File: src/rtl/sram_tester.sv
// Write-then-read-back test sequencer for the byte-wide SRAM controller host port.
// Paces each controller operation with a fixed wait, since the controller has no ack.
module sram_tester #(
   parameter int                ADDR_W    = 19,
   parameter int                DATA_W    = 8,
   parameter logic [ADDR_W-1:0] LAST_ADDR = 19'h7FFFF,
   parameter int                OP_WAIT   = 6
) (
   input  logic              clk,
   input  logic              reset,
   input  logic              run,
   input  logic [1:0]        pattern_sel,
   input  logic [DATA_W-1:0] data_s2f,
   output logic              start_operation,
   output logic              rw,
   output logic [ADDR_W-1:0] address_input,
   output logic [DATA_W-1:0] data_f2s,
   output logic              busy,
   output logic              done,
   output logic              pass,
   output logic [15:0]       error_count,
   output logic [ADDR_W-1:0] first_fail_addr,
   output logic [DATA_W-1:0] first_fail_data
);

   typedef enum logic [2:0] {
      HOLDOFF, IDLE, W_ISSUE, W_WAIT, R_ISSUE, R_WAIT, R_CHECK, DONE
   } state_t;

   localparam int               CNT_W    = $clog2(OP_WAIT + 1);
   localparam logic [CNT_W-1:0] HOLD_END = CNT_W'(OP_WAIT - 1);
   localparam logic [CNT_W-1:0] WAIT_END = CNT_W'(OP_WAIT - 2);

   state_t            state_reg, state_next;
   logic [CNT_W-1:0]  cnt_reg, cnt_next;
   logic [ADDR_W-1:0] addr_reg, addr_next;
   logic [1:0]        sel_reg, sel_next;
   logic [15:0]       err_next;
   logic [DATA_W-1:0] expect_data, issue_data;
   logic              accept, miscompare;

   function automatic logic [DATA_W-1:0] pattern(input logic [1:0] sel,
                                                 input logic [ADDR_W-1:0] a);
      logic [18:0] ax;
      logic [7:0]  p;
      ax = 19'(a);
      case (sel)
         2'd0:    p = ax[7:0];
         2'd1:    p = ~ax[7:0];
         2'd2:    p = ax[0] ? 8'hAA : 8'h55;
         default: p = ax[7:0] ^ ax[15:8] ^ {5'b0, ax[18:16]};
      endcase
      return DATA_W'(p);
   endfunction

   always_comb begin
      state_next  = state_reg;
      cnt_next    = cnt_reg;
      addr_next   = addr_reg;
      sel_next    = sel_reg;
      accept      = 1'b0;
      expect_data = pattern(sel_reg, addr_reg);
      miscompare  = (state_reg == R_CHECK) && (data_s2f != expect_data);
      err_next    = error_count;
      if (miscompare && (error_count != 16'hFFFF))
         err_next = error_count + 16'd1;

      case (state_reg)
         HOLDOFF: begin
            if (cnt_reg == HOLD_END) begin
               state_next = IDLE;
               cnt_next   = '0;
            end else begin
               cnt_next = cnt_reg + 1'b1;
            end
         end
         IDLE, DONE: begin
            if (run) begin
               accept     = 1'b1;
               sel_next   = pattern_sel;
               addr_next  = '0;
               state_next = W_ISSUE;
            end
         end
         W_ISSUE: begin
            state_next = W_WAIT;
            cnt_next   = '0;
         end
         W_WAIT: begin
            if (cnt_reg == WAIT_END) begin
               if (addr_reg == LAST_ADDR) begin
                  addr_next  = '0;
                  state_next = R_ISSUE;
               end else begin
                  addr_next  = addr_reg + 1'b1;
                  state_next = W_ISSUE;
               end
            end else begin
               cnt_next = cnt_reg + 1'b1;
            end
         end
         R_ISSUE: begin
            state_next = R_WAIT;
            cnt_next   = '0;
         end
         R_WAIT: begin
            if (cnt_reg == WAIT_END)
               state_next = R_CHECK;
            else
               cnt_next = cnt_reg + 1'b1;
         end
         R_CHECK: begin
            if (addr_reg == LAST_ADDR) begin
               state_next = DONE;
            end else begin
               addr_next  = addr_reg + 1'b1;
               state_next = R_ISSUE;
            end
         end
         default: state_next = HOLDOFF;
      endcase

      issue_data = pattern(sel_next, addr_next);
   end

   // Outputs are registered from the next state so the strobe coincides with the ISSUE cycle.
   always_ff @(posedge clk or posedge reset) begin
      if (reset) begin
         state_reg       <= HOLDOFF;
         cnt_reg         <= '0;
         addr_reg        <= '0;
         sel_reg         <= 2'd0;
         start_operation <= 1'b0;
         rw              <= 1'b1;
         address_input   <= '0;
         data_f2s        <= '0;
         busy            <= 1'b0;
         done            <= 1'b0;
         pass            <= 1'b0;
         error_count     <= 16'd0;
         first_fail_addr <= '0;
         first_fail_data <= '0;
      end else begin
         state_reg       <= state_next;
         cnt_reg         <= cnt_next;
         addr_reg        <= addr_next;
         sel_reg         <= sel_next;
         start_operation <= (state_next == W_ISSUE) || (state_next == R_ISSUE);
         if (state_next == W_ISSUE) begin
            rw            <= 1'b0;
            address_input <= addr_next;
            data_f2s      <= issue_data;
         end else if (state_next == R_ISSUE) begin
            rw            <= 1'b1;
            address_input <= addr_next;
         end
         busy <= !(state_next inside {HOLDOFF, IDLE, DONE});
         done <= (state_next == DONE);
         pass <= (state_next == DONE) && (err_next == 16'd0);
         if (accept) begin
            error_count     <= 16'd0;
            first_fail_addr <= '0;
            first_fail_data <= '0;
         end else if (miscompare) begin
            error_count <= err_next;
            if (error_count == 16'd0) begin
               first_fail_addr <= addr_reg;
               first_fail_data <= data_s2f;
            end
         end
      end
   end

endmodule

File: config.mk
export PLATFORM = sky130hd
export DESIGN_NAME = sram_tester
export DESIGN_NICKNAME = d
export VERILOG_FILES = /design/src/rtl/sram_tester.sv
export SDC_FILE = /design/constraint.sdc
export NUM_CORES = 1
export LEC_CHECK = 0
export ABC_AREA = 1
export ABC_CLOCK_PERIOD_IN_PS = 3850
export BUFFER_PORTS_ARGS = -buffer_cell sky130_fd_sc_hd__buf_2
export CORE_ASPECT_RATIO = 0.5
export CORE_UTILIZATION = 58
export DETAILED_ROUTE_END_ITERATION = 10
export PLACE_DENSITY = 0.8
export SLEW_MARGIN = 20
export SYNTH_ARGS = -nofsm -noshare
export SYNTH_HDL_FRONTEND = slang
export SYNTH_SLANG_ARGS = --single-unit
File: constraint.sdc
create_clock -name clk -period 3.85 [get_ports clk]
set_input_delay 0.1925 -clock clk [delete_from_list [all_inputs] [get_ports clk]]
set_output_delay 0.1925 -clock clk [all_outputs]
set_load 0.1 [all_outputs]
==> results_dict.tcl, run 1 <==
set metrics [dict create \
    power_frac_clock_pct 46.1 \
    fill_cells 916 \
    synth_area_leader_cell "dfrtp_1" \
    cp-startpoint "addr_reg[0]" \
    wl_per_cell_um 16.64 \
    power.total_uw 2063 \
    grt_pass1_vias 5517 \
    hp-class "in -> async" \
    cp_top_family "simple AND/OR/NAND/NOR gates" \
    io_buffers 87 \
    yosysSeqAreaShare_pct 40.54 \
    use_met2_pct 53.24 \
    cp-end-kind "flip-flop" \
    violations "negative hold slack" \
    clockBufferDepth 2 \
    grt.busiest_layer "met2" \
    io_pins 88 \
    die_w_um 149.4 \
    dp_slack_ns 0.7632 \
    synth_async_sr_flop_share_pct 100.0 \
    synth.top_cells.by_area "dfrtp_1 (40%), nand2_1 (14%), nand3_1 (7.3%)" \
    timing.fmax_mhz 313.4 \
    switchingPower_uw 469.3 \
    fp.dieH_um 75.69 \
    ant_nets 0 \
    die-area_sq_mm 0.01131 \
    yosysWarnings 0 \
    r2r_cells 17 \
    cts_buffers 9 \
    final_layout_size_suffix_gt1_share_pct 18.34 \
    whs_ns -0.03719 \
    synth_top_area_share_pct 40.13 \
    netlist_area_sq_mm 0.006299 \
    htree_num_levels 3 \
    synth-edff-count 0 \
    synth_cell_types 47 \
    setup_tns_ns 0 \
    dp_hpwl_um 13370 \
    setup_viol 0 \
    instances_no_fill 1078 \
    place_congestion 0.9766 \
    pwr-share-seq_pct 51.9 \
    p_leak_uw 0.003773 \
    reg2reg_setup_slack_ns 0.66 \
    grt.met1_usage_pct 46.38 \
    synth_flop_cell "dfrtp_1" \
    ir_drop_mv 0.2031 \
    post-route-util_pct 68.69 \
    crit_path_frequent_cell "nand2_1" \
    grt_max_degree 83 \
    synthesis.nets 876 \
    first_iter_violations 527 \
    diodes 0 \
    p_sw_share_pct 22.75 \
    cp_cell_sequence "ha_1, nand3_2, nor2_4, nand2_2, nor2_4, nand2_4, ha_1, o21ai_0, o221ai_1, a21oi_1, inv_2, nor2_1, a21oi_1, a21boi_1, nand2_1, nand2_1, nand2_1" \
    cts_setup_buffers 0 \
    power.density_mw_per_mm2 289.4 \
    synthCells 856 \
    start_kind "flip-flop" \
    synth.avg_cell_area_sq_um 7.358 \
    grt_use_met3_pct 5.988 \
    cts_tree "done" \
    wirelength_um 17930 \
    cp_num_buf_inv 1 \
    cp-endpoint "data_f2s[2]" \
    area.growth.synth_to_final_pct 13.17 \
    r2r-start "addr_reg[0]" \
    row_count 26 \
    p_int_uw 1593 \
    clock_skew_ns 0.007813 \
    tightest_slew_ns 0.7520 \
    vias_per_cell 5.672 \
    route.detailed.drc 0 \
    cp_num_cells 17 \
    timing.slew.headroom_pct 49.87 \
    grt_usage_pct 33.16 \
    drv_slew 0 \
    cap_viol_max_count 0 \
    clock_latency_ns 0.36 \
    cts_root_buf "clkbuf_16" \
    synth_seq_cells 102 \
    critPathSlowestCell "dfrtp_1" \
    grt_first_pass_wirelength_um 28330 \
    nets 953 \
    p_comb_share_pct 2.0 \
    antenna_found_initial 0 \
    grt-ovfl-total 0 \
    worstPathMaxFanout 10 \
    timing.final.crit_share_pct 82.89 \
    post-route-min-period_ns 3.191 \
    clkSinkCount 102 \
    crit_path_max_incr_delay_ns 0.58 \
    status "complete, but fails checks" \
    dp.cells 1062 \
    arrival_ns 3.49 \
    rsz0062_at_grt "false" \
    finalHoldViolCount 20 \
    reg2reg_to "data_f2s[2]" \
    vias 6114 \
    crit_type "reg -> reg" \
    initial_utilization_pct 60.69 \
    cp.required_ns 4.15 \
    coreArea_sq_mm 0.01038 \
    postCtsHoldBufs 0 \
    cts_resized 0 \
    fin_ws_ns 0.6589 \
    dr.pass1.iters 5 \
    clk_pin_slew_ns 0.07 \
]
[worst min-delay path by stage]
stage                                 from                  to  slack (ns)
after global routing                 reset     error_count[15]        0.04
after global placement         data_s2f[3]  first_fail_data[3]        0.44
after CTS                      data_s2f[3]  first_fail_data[3]         0.1
after floorplan                data_s2f[0]  first_fail_data[0]        0.33
after detailed placement  address_input[9]    address_input[9]        0.45
final                                reset      error_count[0]       -0.04
[power by group through the flow]
| stage | combinational, uW | clock (uW) | sequential, uW |
|---|---|---|---|
| 5_1_grt | 49.3 | 1000 | 1070 |
| 3_3_place_gp | 41.6 | 0 | 1090 |
| 3_5_place_dp | 43.4 | 0 | 1090 |
| 4_1_cts | 43.3 | 962 | 1070 |
| 2_1_floorplan | 24.6 | 0 | 1090 |
| 6_report | 41.9 | 950 | 1070 |
[layer usage]
layer	up-vias	share of wire, %
met5	-	0
met2	246	46
met3	25	7.5
met4	0	1.3
met1	2885	46
li1	2958	-
[cells by family after synthesis]
logic type / after synthesis / share of synthesized area, %
AND/OR/NAND/NOR: 461 / 33.89
buffers and inverters: 136 / 8.542
AO/OA/AOI/OAI: 128 / 12.57
flip-flops: 102 / 40.54
XOR/XNOR: 22 / 3.059
adder cells (fa/ha/maj): 7 / 1.390
[placed cells by master (no fill, tap or decap), types with 8 or more instances in the layout]
| cell type | count |
|---|---|
| nand2_1 | 234 |
| dfrtp_1 | 101 |
| nand3_1 | 92 |
| buf_2 | 87 |
| inv_1 | 86 |
| nor2_1 | 61 |
| o21ai_0 | 50 |
| a21oi_1 | 30 |
| inv_2 | 23 |
| nand4_1 | 16 |
| xor2_1 | 16 |
| o31ai_1 | 14 |
| o21ai_1 | 10 |
| nor3_1 | 9 |
| clkbuf_16 | 9 |
| nand2_2 | 8 |
[Yosys cell counts (2+ instances only)]
cell	number
or2_0	7
inv_1	87
nor4_1	4
buf_4	4
nand2_1	234
o211ai_1	6
nor3_2	3
clkbuf_1	9
nand4_1	16
nand2_2	8
xor2_1	16
nand3_4	3
nand2_4	3
nor3_1	9
nor2_2	7
xnor2_1	6
nor2_4	4
nand3_2	4
buf_1	2
o21ai_4	2
o31ai_1	14
nand3_1	92
a21boi_1	6
dfrtp_1	101
nand3b_1	3
a21oi_1	30
o21ai_1	10
buf_2	9
inv_2	23
o21ai_0	50
nor2_1	61
o2111ai_1	2
ha_1	7
[metrics by stage]
step | hold slack (ns) | area (sq um)
floorplan | 0.3302 | 6299
global placement | 0.4418 | 6820
detailed placement | 0.4540 | 6820
CTS | 0.09947 | 7126
global route | 0.04322 | 7128
finish | -0.03719 | 7128
[area by class of cell]
cell class,instances,area (sq um),share of cell area (%)
clock buffer,9,225.2,3.160
clock inverter,7,80.08,1.123
inverter,111,421.7,5.915
multi-input combinational,618,3207,44.99
sequential,102,2554,35.83
tap,140,175.2,2.457
timing repair buffer,91,465.4,6.530
(Power assumes the default switching activity.)
==> inputs of run 2 (changes only) <==
- ABC_CLOCK_PERIOD_IN_PS: 3850 -> 2700
- CORE_UTILIZATION: 58 -> 53
- PLACE_DENSITY: 0.8 -> 0.77
- clock period: 3.85 -> 2.7 ns (I/O delays scaled with it)
==> results_dict.tcl, run 2 (synthesis gave the netlist of run 1 again) <==
set metrics [dict create \
    clock_latency_ns 0.35 \
    r2r-start "addr_reg[0]" \
    drv_slew 0 \
    worstPathMaxFanout 9 \
    wl_met1_um 9021 \
    antenna_found_initial 0 \
    initial_utilization_pct 55.82 \
    grt_max_degree 103 \
    crit_type "reg -> reg" \
    cap_viol_max_count 0 \
    clkSinkCount 102 \
    reg2reg_setup_slack_ns 0.23 \
    ir_drop_mv 0.2387 \
    status "complete, no violations" \
    row_count 27 \
    final_layout_size_suffix_gt1_share_pct 22.54 \
    setup_viol 0 \
    io_buffers 87 \
    ant_nets 0 \
    grt_first_pass_wirelength_um 30710 \
    cts_buffers 9 \
    htree_num_levels 3 \
    timing.final.crit_share_pct 91.42 \
    vias 6293 \
    clockBufferDepth 2 \
    cp-end-kind "flip-flop" \
    setup_tns_ns 0 \
    first_iter_violations 726 \
    cp-startpoint "addr_reg[0]" \
    dr_wl_met3_um 1666 \
    instances_no_fill 1135 \
    timing.slew.headroom_pct 61.38 \
    hp-class "in -> reg" \
    dp_hpwl_um 14780 \
    clk_pin_slew_ns 0.07 \
    cp-endpoint "data_f2s[3]" \
    wirelength_um 19210 \
    cts_tree "done" \
    io_pins 88 \
    dr_wl_met2_um 8245 \
    cp.required_ns 2.93 \
    place_congestion 1.028 \
    multiInputGateArea_sq_mm 0.003246 \
    route.detailed.drc 0 \
    finalHoldViolCount 0 \
    tightest_slew_ns 0.5794 \
    grt_pass1_vias 5781 \
    fill_cells 1031 \
    grt-ovfl-total 0 \
    die-area_sq_mm 0.01235 \
    vias_per_cell 5.544 \
    area.growth.synth_to_final_pct 19.27 \
    r2r_cells 15 \
    timing.fmax_mhz 405.1 \
    power.density_mw_per_mm2 387.1 \
    post-route-util_pct 66.58 \
    diodes 0 \
    grt_usage_pct 32.98 \
    seq_area_sq_mm 0.002561 \
    clock_skew_ns 0.008994 \
    reg2reg_to "data_f2s[3]" \
    min-delay-start "data_s2f[3]" \
    arrival_ns 2.70 \
    start_kind "flip-flop" \
    top_layer "met4" \
    fp.dieH_um 79.09 \
    dr.pass1.iters 5 \
    p_leak_uw 0.003942 \
    cts_root_buf "clkbuf_16" \
    whs_ns 0.05203 \
    final_cell_mix "nand2_1 (234), dfrtp_1 (95), nand3_1 (92)" \
    dp_slack_ns 0.1720 \
    die_w_um 156.2 \
    layout_commonest_cell "nand2_1" \
    post-route-min-period_ns 2.468 \
    dp.cells 1118 \
    coreArea_sq_mm 0.01128 \
    nets 991 \
    wl_per_cell_um 16.93 \
    fin_ws_ns 0.2318 \
]
[run 2: changes by cell type in the layout (fill, tap and decap cells not counted), moves of 2 or more]
cell and change:
a21oi_2 +2, buf_12 +3, inv_6 -3, dfrtp_1 -6, o21ai_1 -2, a21oi_1 -2, buf_4 +34, clkinvlp_4 +2
dfrtp_2 +6, clkbuf_1 +3, o21ai_2 +3
[run 2: worst min-delay path by stage]
| stage | to | slack [ns] | depth (start not counted) |
|---|---|---|---|
| finish | first_fail_data[3] | 0.05 | 3 |
| global route | first_fail_data[7] | 0.09 | 3 |
| CTS | first_fail_data[3] | 0.04 | 3 |
| detailed placement | error_count[12] | 0.34 | 3 |
| global placement | error_count[8] | 0.33 | 3 |
| floorplan | first_fail_data[0] | 0.27 | 2 |
[run 2: layer usage]
layer  track usage [%]  vias up
met4             8.137        0
met5                 0        -
met1             47.29     2977
met3             7.642       23
li1                  -     3015
met2             50.27      278
[run 2: what timing repair did]
item                                    4_1_cts  5_1_grt
gates resized for setup                       0       14
hold endpoints to repair                     52        0
buffers inserted                              0        0
hold buffers                                  1        0
endpoints found under the setup margin        0       28
[run 2: critical path, stage by stage, from the launching register on]
cell and delay, ns:
dfrtp_1 0.35, ha_2 0.20, nand3_2 0.13, nor2_4 0.16
nand2_2 0.08, nor2_4 0.12, buf_4 0.15, nand3_4 0.16
nand2_2 0.17, nor2_2 0.08, o21bai_1 0.15, nand2_1 0.17
inv_1 0.20, nand2_1 0.07, nand3_1 0.09, a21boi_1 0.06
[run 2: layout make-up]
cell class	instances	area share [%]
Tap cell	159	2.648
Sequential cell	102	34.09
Clock buffer	13	3.331
Timing Repair Buffer	129	10.53
Clock inverter	3	0.5996
Inverter	111	5.596
Multi-Input combinational cell	618	43.20
[run 2: stage by stage]
step                instance area, sq um  power (uW)
finish                              7512        2908
global route                        7512        3003
CTS                                 7468        2929
detailed placement                  7163        1620
global placement                    7163        1619
floorplan                           6305        1592
[run 2: report_power, final]
part           internal, uW  total (uW)  switching, uW
clock                   746        1320            572
sequential             1530        1530              0
combinational          16.2        62.4           46.3
